[src/rtl/mips_trace_capture_pkg.sv]
// Shared types and constants for the mips_32 retire-trace capture block.
package mips_trace_pkg;

   typedef enum logic [2:0] {
      IDLE = 3'd0,
      HDR  = 3'd1,
      PCW  = 3'd2,
      INSW = 3'd3,
      ALUW = 3'd4
   } drainState_t;

   // Bit positions inside the flags byte
   localparam int FLAG_REGWRTE   = 0;
   localparam int FLAG_MEMWRITE  = 1;
   localparam int FLAG_MEMREAD   = 2;
   localparam int FLAG_BRANCH    = 3;
   localparam int FLAG_BEQ       = 4;
   localparam int FLAG_JUMP      = 5;
   localparam int FLAG_MEMTOREG  = 6;
   localparam int FLAG_ALUSOURCE = 7;

   localparam int          BEAT_COUNT        = 4;
   localparam logic [7:0]  DEFAULT_SYNC_WORD = 8'hA5;

   typedef struct packed {
      logic [15:0] seq;
      logic [7:0]  flags;
      logic [31:0] pc;
      logic [31:0] instr;
      logic [31:0] alu;
   } traceRecord_t;

endpackage

[src/rtl/mips_trace_capture_if.sv]
// Observation-port inputs plus trace stream outputs of the capture block.
interface mips_trace_capture_if #(parameter int DEPTH = 8);
   logic                     trace_en;
   logic [31:0]              PC;
   logic [31:0]              Instruction;
   logic [31:0]              ALU_Result;
   logic                     RegWrte, MemWrite, MemRead, Branch, Beq, Jump, MemtoReg, AluSource;
   logic [31:0]              out_data;
   logic                     out_valid;
   logic                     out_ready;
   logic                     out_last;
   logic [15:0]              drop_count;
   logic [$clog2(DEPTH):0]   fifo_level;

   modport master (
      output trace_en, PC, Instruction, ALU_Result,
             RegWrte, MemWrite, MemRead, Branch, Beq, Jump, MemtoReg, AluSource,
             out_ready,
      input  out_data, out_valid, out_last, drop_count, fifo_level
   );

   modport slave (
      input  trace_en, PC, Instruction, ALU_Result,
             RegWrte, MemWrite, MemRead, Branch, Beq, Jump, MemtoReg, AluSource,
             out_ready,
      output out_data, out_valid, out_last, drop_count, fifo_level
   );
endinterface

[src/rtl/mips_trace_capture_fifo.sv]
// Single-clock record FIFO; a push into a full FIFO is accepted when a pop happens the same cycle.
module trace_fifo #(
   parameter int WIDTH = 120,
   parameter int DEPTH = 8
) (
   input  logic                     clk,
   input  logic                     reset,
   input  logic                     push,
   input  logic                     pop,
   input  logic [WIDTH-1:0]         din,
   output logic [WIDTH-1:0]         dout,
   output logic                     full,
   output logic                     empty,
   output logic [$clog2(DEPTH):0]   level
);
   localparam int AW = $clog2(DEPTH);
   localparam logic [AW:0] FullLevel = DEPTH[AW:0];

   logic [WIDTH-1:0] mem [DEPTH];
   logic [AW-1:0]    wrPtr, rdPtr;
   logic [AW:0]      count;
   logic             doPush, doPop;

   assign empty  = (count == '0);
   assign full   = (count == FullLevel);
   assign doPop  = pop && !empty;
   assign doPush = push && (!full || doPop);
   assign dout   = mem[rdPtr];
   assign level  = count;

   always_ff @(posedge clk) begin
      if (reset) begin
         wrPtr <= '0;
         rdPtr <= '0;
         count <= '0;
      end else begin
         if (doPush) wrPtr <= wrPtr + AW'(1);
         if (doPop)  rdPtr <= rdPtr + AW'(1);
         case ({doPush, doPop})
            2'b10:   count <= count + (AW+1)'(1);
            2'b01:   count <= count - (AW+1)'(1);
            default: count <= count;
         endcase
      end
   end

   always_ff @(posedge clk) begin
      if (doPush) mem[wrPtr] <= din;
   end
endmodule

[src/rtl/mips_trace_capture.sv]
// Captures mips_32 retire records into a FIFO and drains each as a 4-beat stream.
// Optional TRACE_FILTER_EN: keep only events with RegWrte, MemWrite, Jump or Beq set.
module mips_trace_capture
   import mips_trace_pkg::*;
#(
   parameter int         DEPTH     = 8,
   parameter logic [7:0] SYNC_WORD = DEFAULT_SYNC_WORD
) (
   input  logic                  clk,
   input  logic                  reset,
   mips_trace_capture_if.slave   bus
);
   localparam int LW = $clog2(DEPTH) + 1;

   drainState_t   state, stateNext;
   traceRecord_t  newRec, headRec;
   logic [15:0]   seqCnt, dropCnt;
   logic [7:0]    flags;
   logic [LW-1:0] fifoLevel;
   logic          fifoFull, fifoEmpty;
   logic          keep, retire, lastHs, pushOk, push, drop;
   logic [31:0]   outData;
   logic          outValid, outLast;

   assign flags = {bus.AluSource, bus.MemtoReg, bus.Jump, bus.Beq,
                   bus.Branch, bus.MemRead, bus.MemWrite, bus.RegWrte};

`ifdef TRACE_FILTER_EN
   assign keep = flags[FLAG_REGWRTE] | flags[FLAG_MEMWRITE] | flags[FLAG_JUMP] | flags[FLAG_BEQ];
`else
   assign keep = 1'b1;
`endif

   assign retire = bus.trace_en && keep;
   // The record leaving on this edge frees its slot for a simultaneous capture
   assign lastHs = (state == ALUW) && bus.out_ready;
   assign pushOk = !fifoFull || lastHs;
   assign push   = retire && pushOk;
   assign drop   = retire && !pushOk;

   assign newRec = '{seq: seqCnt, flags: flags, pc: bus.PC,
                     instr: bus.Instruction, alu: bus.ALU_Result};

   trace_fifo #(.WIDTH($bits(traceRecord_t)), .DEPTH(DEPTH)) uFifo (
      .clk   (clk),
      .reset (reset),
      .push  (push),
      .pop   (lastHs),
      .din   (newRec),
      .dout  (headRec),
      .full  (fifoFull),
      .empty (fifoEmpty),
      .level (fifoLevel)
   );

   always_ff @(posedge clk) begin
      if (reset) begin
         state   <= IDLE;
         seqCnt  <= '0;
         dropCnt <= '0;
      end else begin
         state <= stateNext;
         if (retire) seqCnt <= seqCnt + 16'd1;
         if (drop && dropCnt != 16'hFFFF) dropCnt <= dropCnt + 16'd1;
      end
   end

   always_comb begin
      stateNext = state;
      outValid  = 1'b0;
      outLast   = 1'b0;
      outData   = '0;
      case (state)
         IDLE: if (!fifoEmpty) stateNext = HDR;
         HDR: begin
            outValid = 1'b1;
            outData  = {SYNC_WORD, headRec.seq, headRec.flags};
            if (bus.out_ready) stateNext = PCW;
         end
         PCW: begin
            outValid = 1'b1;
            outData  = headRec.pc;
            if (bus.out_ready) stateNext = INSW;
         end
         INSW: begin
            outValid = 1'b1;
            outData  = headRec.instr;
            if (bus.out_ready) stateNext = ALUW;
         end
         ALUW: begin
            outValid = 1'b1;
            outLast  = 1'b1;
            outData  = headRec.alu;
            if (bus.out_ready)
               stateNext = (fifoLevel > LW'(1) || push) ? HDR : IDLE;
         end
         default: stateNext = IDLE;
      endcase
   end

   assign bus.out_data   = outData;
   assign bus.out_valid  = outValid;
   assign bus.out_last   = outLast;
   assign bus.drop_count = dropCnt;
   assign bus.fifo_level = fifoLevel;
endmodule

[src/flat_wrapper.sv]
// flat-port wrapper written by rule: the top's interface ports become plain ports
module mips_trace_capture_flat import mips_trace_pkg::*;
#(
   parameter int         DEPTH     = 8,
   parameter logic [7:0] SYNC_WORD = DEFAULT_SYNC_WORD
)
  (clk, reset, bus_trace_en, bus_PC, bus_Instruction, bus_ALU_Result, bus_RegWrte, bus_MemWrite, bus_MemRead, bus_Branch, bus_Beq, bus_Jump, bus_MemtoReg, bus_AluSource, bus_out_ready, bus_out_data, bus_out_valid, bus_out_last, bus_drop_count, bus_fifo_level);
  mips_trace_capture_if #(.DEPTH(DEPTH)) bus_i ();
  input  logic clk;
  input  logic reset;
  input wire logic [$bits(bus_i.trace_en)-1:0] bus_trace_en;
  input wire logic [$bits(bus_i.PC)-1:0] bus_PC;
  input wire logic [$bits(bus_i.Instruction)-1:0] bus_Instruction;
  input wire logic [$bits(bus_i.ALU_Result)-1:0] bus_ALU_Result;
  input wire logic [$bits(bus_i.RegWrte)-1:0] bus_RegWrte;
  input wire logic [$bits(bus_i.MemWrite)-1:0] bus_MemWrite;
  input wire logic [$bits(bus_i.MemRead)-1:0] bus_MemRead;
  input wire logic [$bits(bus_i.Branch)-1:0] bus_Branch;
  input wire logic [$bits(bus_i.Beq)-1:0] bus_Beq;
  input wire logic [$bits(bus_i.Jump)-1:0] bus_Jump;
  input wire logic [$bits(bus_i.MemtoReg)-1:0] bus_MemtoReg;
  input wire logic [$bits(bus_i.AluSource)-1:0] bus_AluSource;
  input wire logic [$bits(bus_i.out_ready)-1:0] bus_out_ready;
  output wire logic [$bits(bus_i.out_data)-1:0] bus_out_data;
  output wire logic [$bits(bus_i.out_valid)-1:0] bus_out_valid;
  output wire logic [$bits(bus_i.out_last)-1:0] bus_out_last;
  output wire logic [$bits(bus_i.drop_count)-1:0] bus_drop_count;
  output wire logic [$bits(bus_i.fifo_level)-1:0] bus_fifo_level;
  assign bus_i.trace_en = bus_trace_en;
  assign bus_i.PC = bus_PC;
  assign bus_i.Instruction = bus_Instruction;
  assign bus_i.ALU_Result = bus_ALU_Result;
  assign bus_i.RegWrte = bus_RegWrte;
  assign bus_i.MemWrite = bus_MemWrite;
  assign bus_i.MemRead = bus_MemRead;
  assign bus_i.Branch = bus_Branch;
  assign bus_i.Beq = bus_Beq;
  assign bus_i.Jump = bus_Jump;
  assign bus_i.MemtoReg = bus_MemtoReg;
  assign bus_i.AluSource = bus_AluSource;
  assign bus_i.out_ready = bus_out_ready;
  assign bus_out_data = bus_i.out_data;
  assign bus_out_valid = bus_i.out_valid;
  assign bus_out_last = bus_i.out_last;
  assign bus_drop_count = bus_i.drop_count;
  assign bus_fifo_level = bus_i.fifo_level;
  mips_trace_capture #(.DEPTH(DEPTH), .SYNC_WORD(SYNC_WORD)) u_core (.clk(clk), .reset(reset), .bus(bus_i));
endmodule
[config.mk]
export PLATFORM = sky130hd
export DESIGN_NAME = mips_trace_capture_flat
export DESIGN_NICKNAME = d
export VERILOG_FILES = /design/src/rtl/mips_trace_capture_pkg.sv /design/src/rtl/mips_trace_capture_if.sv /design/src/rtl/mips_trace_capture_fifo.sv /design/src/rtl/mips_trace_capture.sv /design/src/flat_wrapper.sv
export SDC_FILE = /design/constraint.sdc
export NUM_CORES = 1
export LEC_CHECK = 0
export ABC_AREA = 1
export CAP_MARGIN = 5
export CORE_AREA = 2 2 305 307
export DETAILED_ROUTE_END_ITERATION = 12
export DIE_AREA = 0 0 307 309
export PLACE_DENSITY_LB_ADDON = 0.12
export SLEW_MARGIN = 20
export SYNTH_ARGS = -nofsm -noshare
export SYNTH_HDL_FRONTEND = slang
export SYNTH_SLANG_ARGS = --single-unit
[constraint.sdc]
create_clock -name clk -period 13.9 [get_ports clk]
set_input_delay 4.17 -clock clk [delete_from_list [all_inputs] [get_ports clk]]
set_output_delay 4.17 -clock clk [all_outputs]
set_load 0.01 [all_outputs]
Word level (Yosys, flattened, before mapping)
Memories as Yosys holds them, arrays and structs flattened. A register that Yosys moved wholly into a read port is not among the register bits.
Index checks and enable logic that the tools add are counted.

word-level totals
  register bits after elaboration = 45
  word-level logic and storage cells = 59
  memories = 1
  memory bits (writable) = 960

memories
  memory            words  width  rd ports  clocked after Yosys merged registers in  write ports  RTL line                       source
  u_core.uFifo.mem  8      120    1         1                                        1            mips_trace_capture_fifo.sv:19  logic [WIDTH-1:0] mem [DEPTH];

cells by class
  add/subtract/negate cells = 6
  $lt $le $gt $ge = 1
  reduce and logical (&&, ||, !) cells = 17
  eq/ne operators = 13
  muxes and demuxes = 15

operators by type and width
  cell                                                                             count
  32-bit case mux with 4 select lines                                              1
  16-bit by 1-bit adder with 16-bit output, second input constant                  2
  3-bit two-way mux                                                                7
  16-bit inequality test, second input constant                                    1
  3-bit case mux with 5 select lines                                               1
  2-bit inequality test, second input constant                                     5
  4-bit case mux with 2 select lines                                               1
  3-bit by 1-bit adder with 3-bit output, second input constant                    2
  3-bit by 2-bit == test with 1-bit output, second input constant                  2
  1-bit logical AND                                                                6
  1-bit two-way mux                                                                5
  5-bit AND reduction                                                              1
  4-bit by 1-bit adder with 4-bit output, second input constant                    1
  4-bit == test, second input constant                                             1
  4-bit by 1-bit greater-than comparator with 1-bit output, second input constant  1
  4-bit logical NOT                                                                1
  4-bit OR reduction                                                               1
  4-bit by 1-bit subtractor with 4-bit output, second input constant               1
  3-bit by 1-bit == test with 1-bit output, second input constant                  1
  3-bit == test, second input constant                                             1
  1-bit logical NOT                                                                3
  3-bit logical NOT                                                                1
  1-bit logical OR                                                                 3
  2-bit by 1-bit == test with 1-bit output, second input constant                  1
  2 further kinds                                                                  2

Longest topological paths before layout
  depth after elaboration = 8
  depth in mapped cells = 14
  mapped depth without buffers = 14

Cells and area by module
From an unflattened synthesis, not the netlist that was laid out.

unflattened totals
  cells, all modules = 2,995
  area total of the unflattened synthesis = 40,291.1 um2

by module, submodules not included
  module              cells an instance  area an instance (um2)  sequential area each (um2)  instances
  trace_fifo          2,536              37,627.3                29,087.9                    1
  mips_trace_capture  459                2,663.8                 700.7                       1

Worst setup path before layout
Ideal clock, no wire load.

  kind = in2reg
  start point = input bus_out_ready
  end point = memory u_core.uFifo.mem[0][0], enable pin
  buffers on the path = 0
  stages = 6
  setup slack = 3,547 ps
  arrival time = 9,753 ps
  required time = 13,300 ps
  cell sequence = nand4_1 nand2_1 nand2_1 inv_1 nand2_1 nor2_1

between the ends
  cells in the longest elaborated chain, start to end = 6

RTL lines
  item                                                          RTL line                                                 source
  start: declaration                                            flat_wrapper.sv:23                                       input wire logic [$bits(bus_i.out_ready)-1:0] bus_out_ready;
  1-bit logical AND *                                           mips_trace_capture.sv:36                                 assign lastHs = (state == ALUW) && bus.out_ready;
  1-bit logical OR / 1-bit logical AND (equally long branches)  mips_trace_capture.sv:37, mips_trace_capture_fifo.sv:26
  1-bit logical AND / 1-bit logical OR (equally long branches)  mips_trace_capture.sv:38, mips_trace_capture_fifo.sv:27
  1-bit logical AND *                                           mips_trace_capture_fifo.sv:27                            assign doPush = push && (!full || doPop);
  1-bit two-way mux *                                           mips_trace_capture_fifo.sv:48                            if (doPush) mem[wrPtr] <= din;
  1-bit two-way mux (implied by the code) *                     mips_trace_capture_fifo.sv:48
  end: declaration                                              mips_trace_capture_fifo.sv:19

Every way passes the cells marked *; elsewhere a longest branch is shown, timed or not.

==> qor.txt <==
final wirelength - 109000 um
post-synthesis cell area - 0.0410 mm2
DR WL met2 - 49500 um
Power Total - 6.75 mW
Post-Syn Nets - 3728
utilization after layout - 51.3%
final hold vios - 0
DP Worst Slack - 5.59 ns
Worst-Skew Late Latency - 0.68 ns
Clock Tree Buf Depth - 3
drt pass-1 iters - 5
Post-synth EDFFs - 960
main flop type after synthesis - edfxtp_1
CP Cell Sequence - buf_4, buf_4, nor2_1, nor2_1, o21ai_0, nand3_1, nand3_1, nand2_1, inv_1, nand2_1, clkdlybuf4s50_1
Seq cells post-synth - 1008
Setup TNS - 0 ns
drt drc - 0
Setup crit end kind - primary output
Worst Clk Skew - 0.0225 ns
antenna-violating nets left - 0
Max transition margin - 25.7%
max-slew violations - 0
DRT met1 WL - 50700 um
worst endpoint data arrival time - 4.81 ns
Setup Viol. Count Final - 0
Post-Synthesis Cells - 3611
Post-synth ARST share - 0%
Tcrit/Tclk final - 64.6%
CTS tree - yes
Initial Util - 44.8%
top cells by area, synth - edfxtp_1 (70%), nand2_1 (7.4%), nor2_1 (6.3%), nand3_1 (4.4%), o21ai_0 (3.4%)
Die X - 307 um
Vias per Instance - 5.32
HP Class - register to register
Peak Freq - 111 MHz
Pleak - 16.5 nW
VDD IR-drop max - 0.100 mV
count leader, synth - edfxtp_1
max-cap violation count - 0
post-synth top area share - 70.4%
CP startpoint kind - register
vias in the first global route - 25200
CTS resizes - 0
register area - 0.0298 mm2
first-pass GRT wire length - 161000 um
syn avg cell area - 11.3 um2
max layer used - met5
Setup CP Type - register to primary output
Die ar. - 0.0949 mm2
initial antenna violation count - 17
Worst path max stage delay - 0.88 ns
gr ovfl total - 0
Pwr Density - 144 mW/mm2
# IOs - 162
CTS root buf - clkbuf_16
synth-to-layout area growth - 14.4%
WL met3 - 6860 um
DR iter-0 viols - 2587
CP max stage cell - buf_4
Final nets - 3828
CTS Buf Count - 107
Post-CTS Setup Bufs - 0
Setup WS post-layout - 4.92 ns
crit path time final - 8.98 ns
yosys warns - 0
hold-fix buffers at CTS - 0
CTS clock-pin slew for the worst setup and hold paths - 0.06 ns
Worst EP required - 9.73 ns
port bufs - 161
row cnt - 111
ratio of cells with drive above 1 in the final layout - 4.95%
outcome - finished clean
area leader, netlist - edfxtp_1
synth cell count leaders - edfxtp_1 (960), nand2_1 (804), nor2_1 (692)
Routability Congestion - 0.747
post-DP HPWL - 54600 um
GRT Util Overall - 22.9%
CTS H-Tree Depth - 3
Die Span Y - 309 um
Clock Sinks - 1008
Unique masters post-synth - 26
Multi-input gate area - 0.00989 mm2
RSZ-0062 raised after global routing - no
Fill cells - 8002
worst-margin pin slew - 1.11 ns
CP max FO - 96
largest net degree at the start of global routing - 234
Seq/Total Area, Yosys - 72.7%
CORE AREA - 0.0914 mm2
routed vias - 26500
routed len/inst - 21.8 um
-- cell families after synthesis --
kind of cell / synth area share [%]
AND/OR/NAND/NOR: 18.4
flip-flops: 72.7
AO/OA/AOI/OAI: 5.10
buffers and inverters: 3.29
adder cells (fa/ha/maj): 0.275
XOR/XNOR: 0.150
-- path summary, 6_finish.rpt --
path | start | end | slack [ns] | cells past startpoint
max | register | bus_out_data[23] | 4.92 | 11
min | u_core.uFifo.rdPtr[0]$_SDFFE_PP0P_ | u_core.uFifo.rdPtr[0]$_SDFFE_PP0P_ | 0.49 | 1
max reg2reg | u_core.uFifo.level[0]$_SDFFE_PP0P_ | u_core.uFifo.mem[1][4]$_DFFE_PP_ | 9.69 | 11
min reg2reg | u_core.uFifo.rdPtr[0]$_SDFFE_PP0P_ | u_core.uFifo.rdPtr[0]$_SDFFE_PP0P_ | 0.49 | 1
-- power breakdown --
part	switching (mW)	leakage (nW)	internal, mW
logic	0.423	5.72	0.213
clock network	1.16	1.61	1.54
registers	0.0208	9.15	3.40
total	1.60	16.5	5.15
-- critical path, delay by kind of cell (launching register included) --
family	cells	cell delay [ns]
buf+inv	4	2.21
simple gates	6	0.89
compound gates	1	0.10
flops	1	0.74
-- flip-flops by register name, summed over array words and instances (netlist names), named ones only --
signal	cells
u_core.uFifo.rdPtr	3
u_core.uFifo.level	4
u_core.uFifo.wrPtr	3
u_core.seqCnt	16
u_core.uFifo.mem	960
u_core.state	3
u_core.bus.drop_count	16
-- layout by cell type, fill, tap and decap left out, types with 2 or more instances in the layout --
master and count:
inv_2 4, clkinv_1 35, nand3b_1 2, nor2_4 10, o21a_1 2, buf_4 22, bufinv_16 5, nand2_1 804
clkbuf_16 110, clkinv_2 14, clkbuf_1 29, xnor2_1 2, o21ai_0 282, inv_6 4, nor3_1 9, o21ai_1 63
nand4_1 7, dfxtp_4 3, inv_1 93, xor2_1 5, a21oi_1 35, dfxtp_1 45, edfxtp_1 960, nand3_1 364
diode_2 5, ha_1 9, buf_12 10, o211ai_1 23, clkdlybuf4s50_1 161, nor2_1 682
-- per-layer routing --
metal  track usage [%]  vias to the layer above
met2              35.7                      737
li1                  -                    12700
met1              33.6                    13000
met4              5.92                       12
met3              3.55                      133
met5                 0                        -
-- layout make-up --
class / count / area share, %
multi-input combinational: 2301 / 21.1
inverter: 100 / 0.833
clock buffer: 140 / 6.14
clock inverter: 59 / 0.884
timing repair buffer: 193 / 4.22
sequential: 1008 / 63.6
antenna: 5 / 0.0267
tap: 1186 / 3.17
-- metrics by stage --
| stage | hold slack, ns | cell area, um2 | cells |
|---|---|---|---|
| final | 0.488 | 46800 | 4992 |
| after global routing | 0.507 | 46800 | 4989 |
| after CTS | 0.496 | 46800 | 4986 |
| after detailed placement | 0.484 | 43500 | 4787 |
| after global placement | 0.477 | 43500 | 4787 |
| after floorplan | 0.448 | 41000 | 3611 |
(Power assumes the default switching activity.)
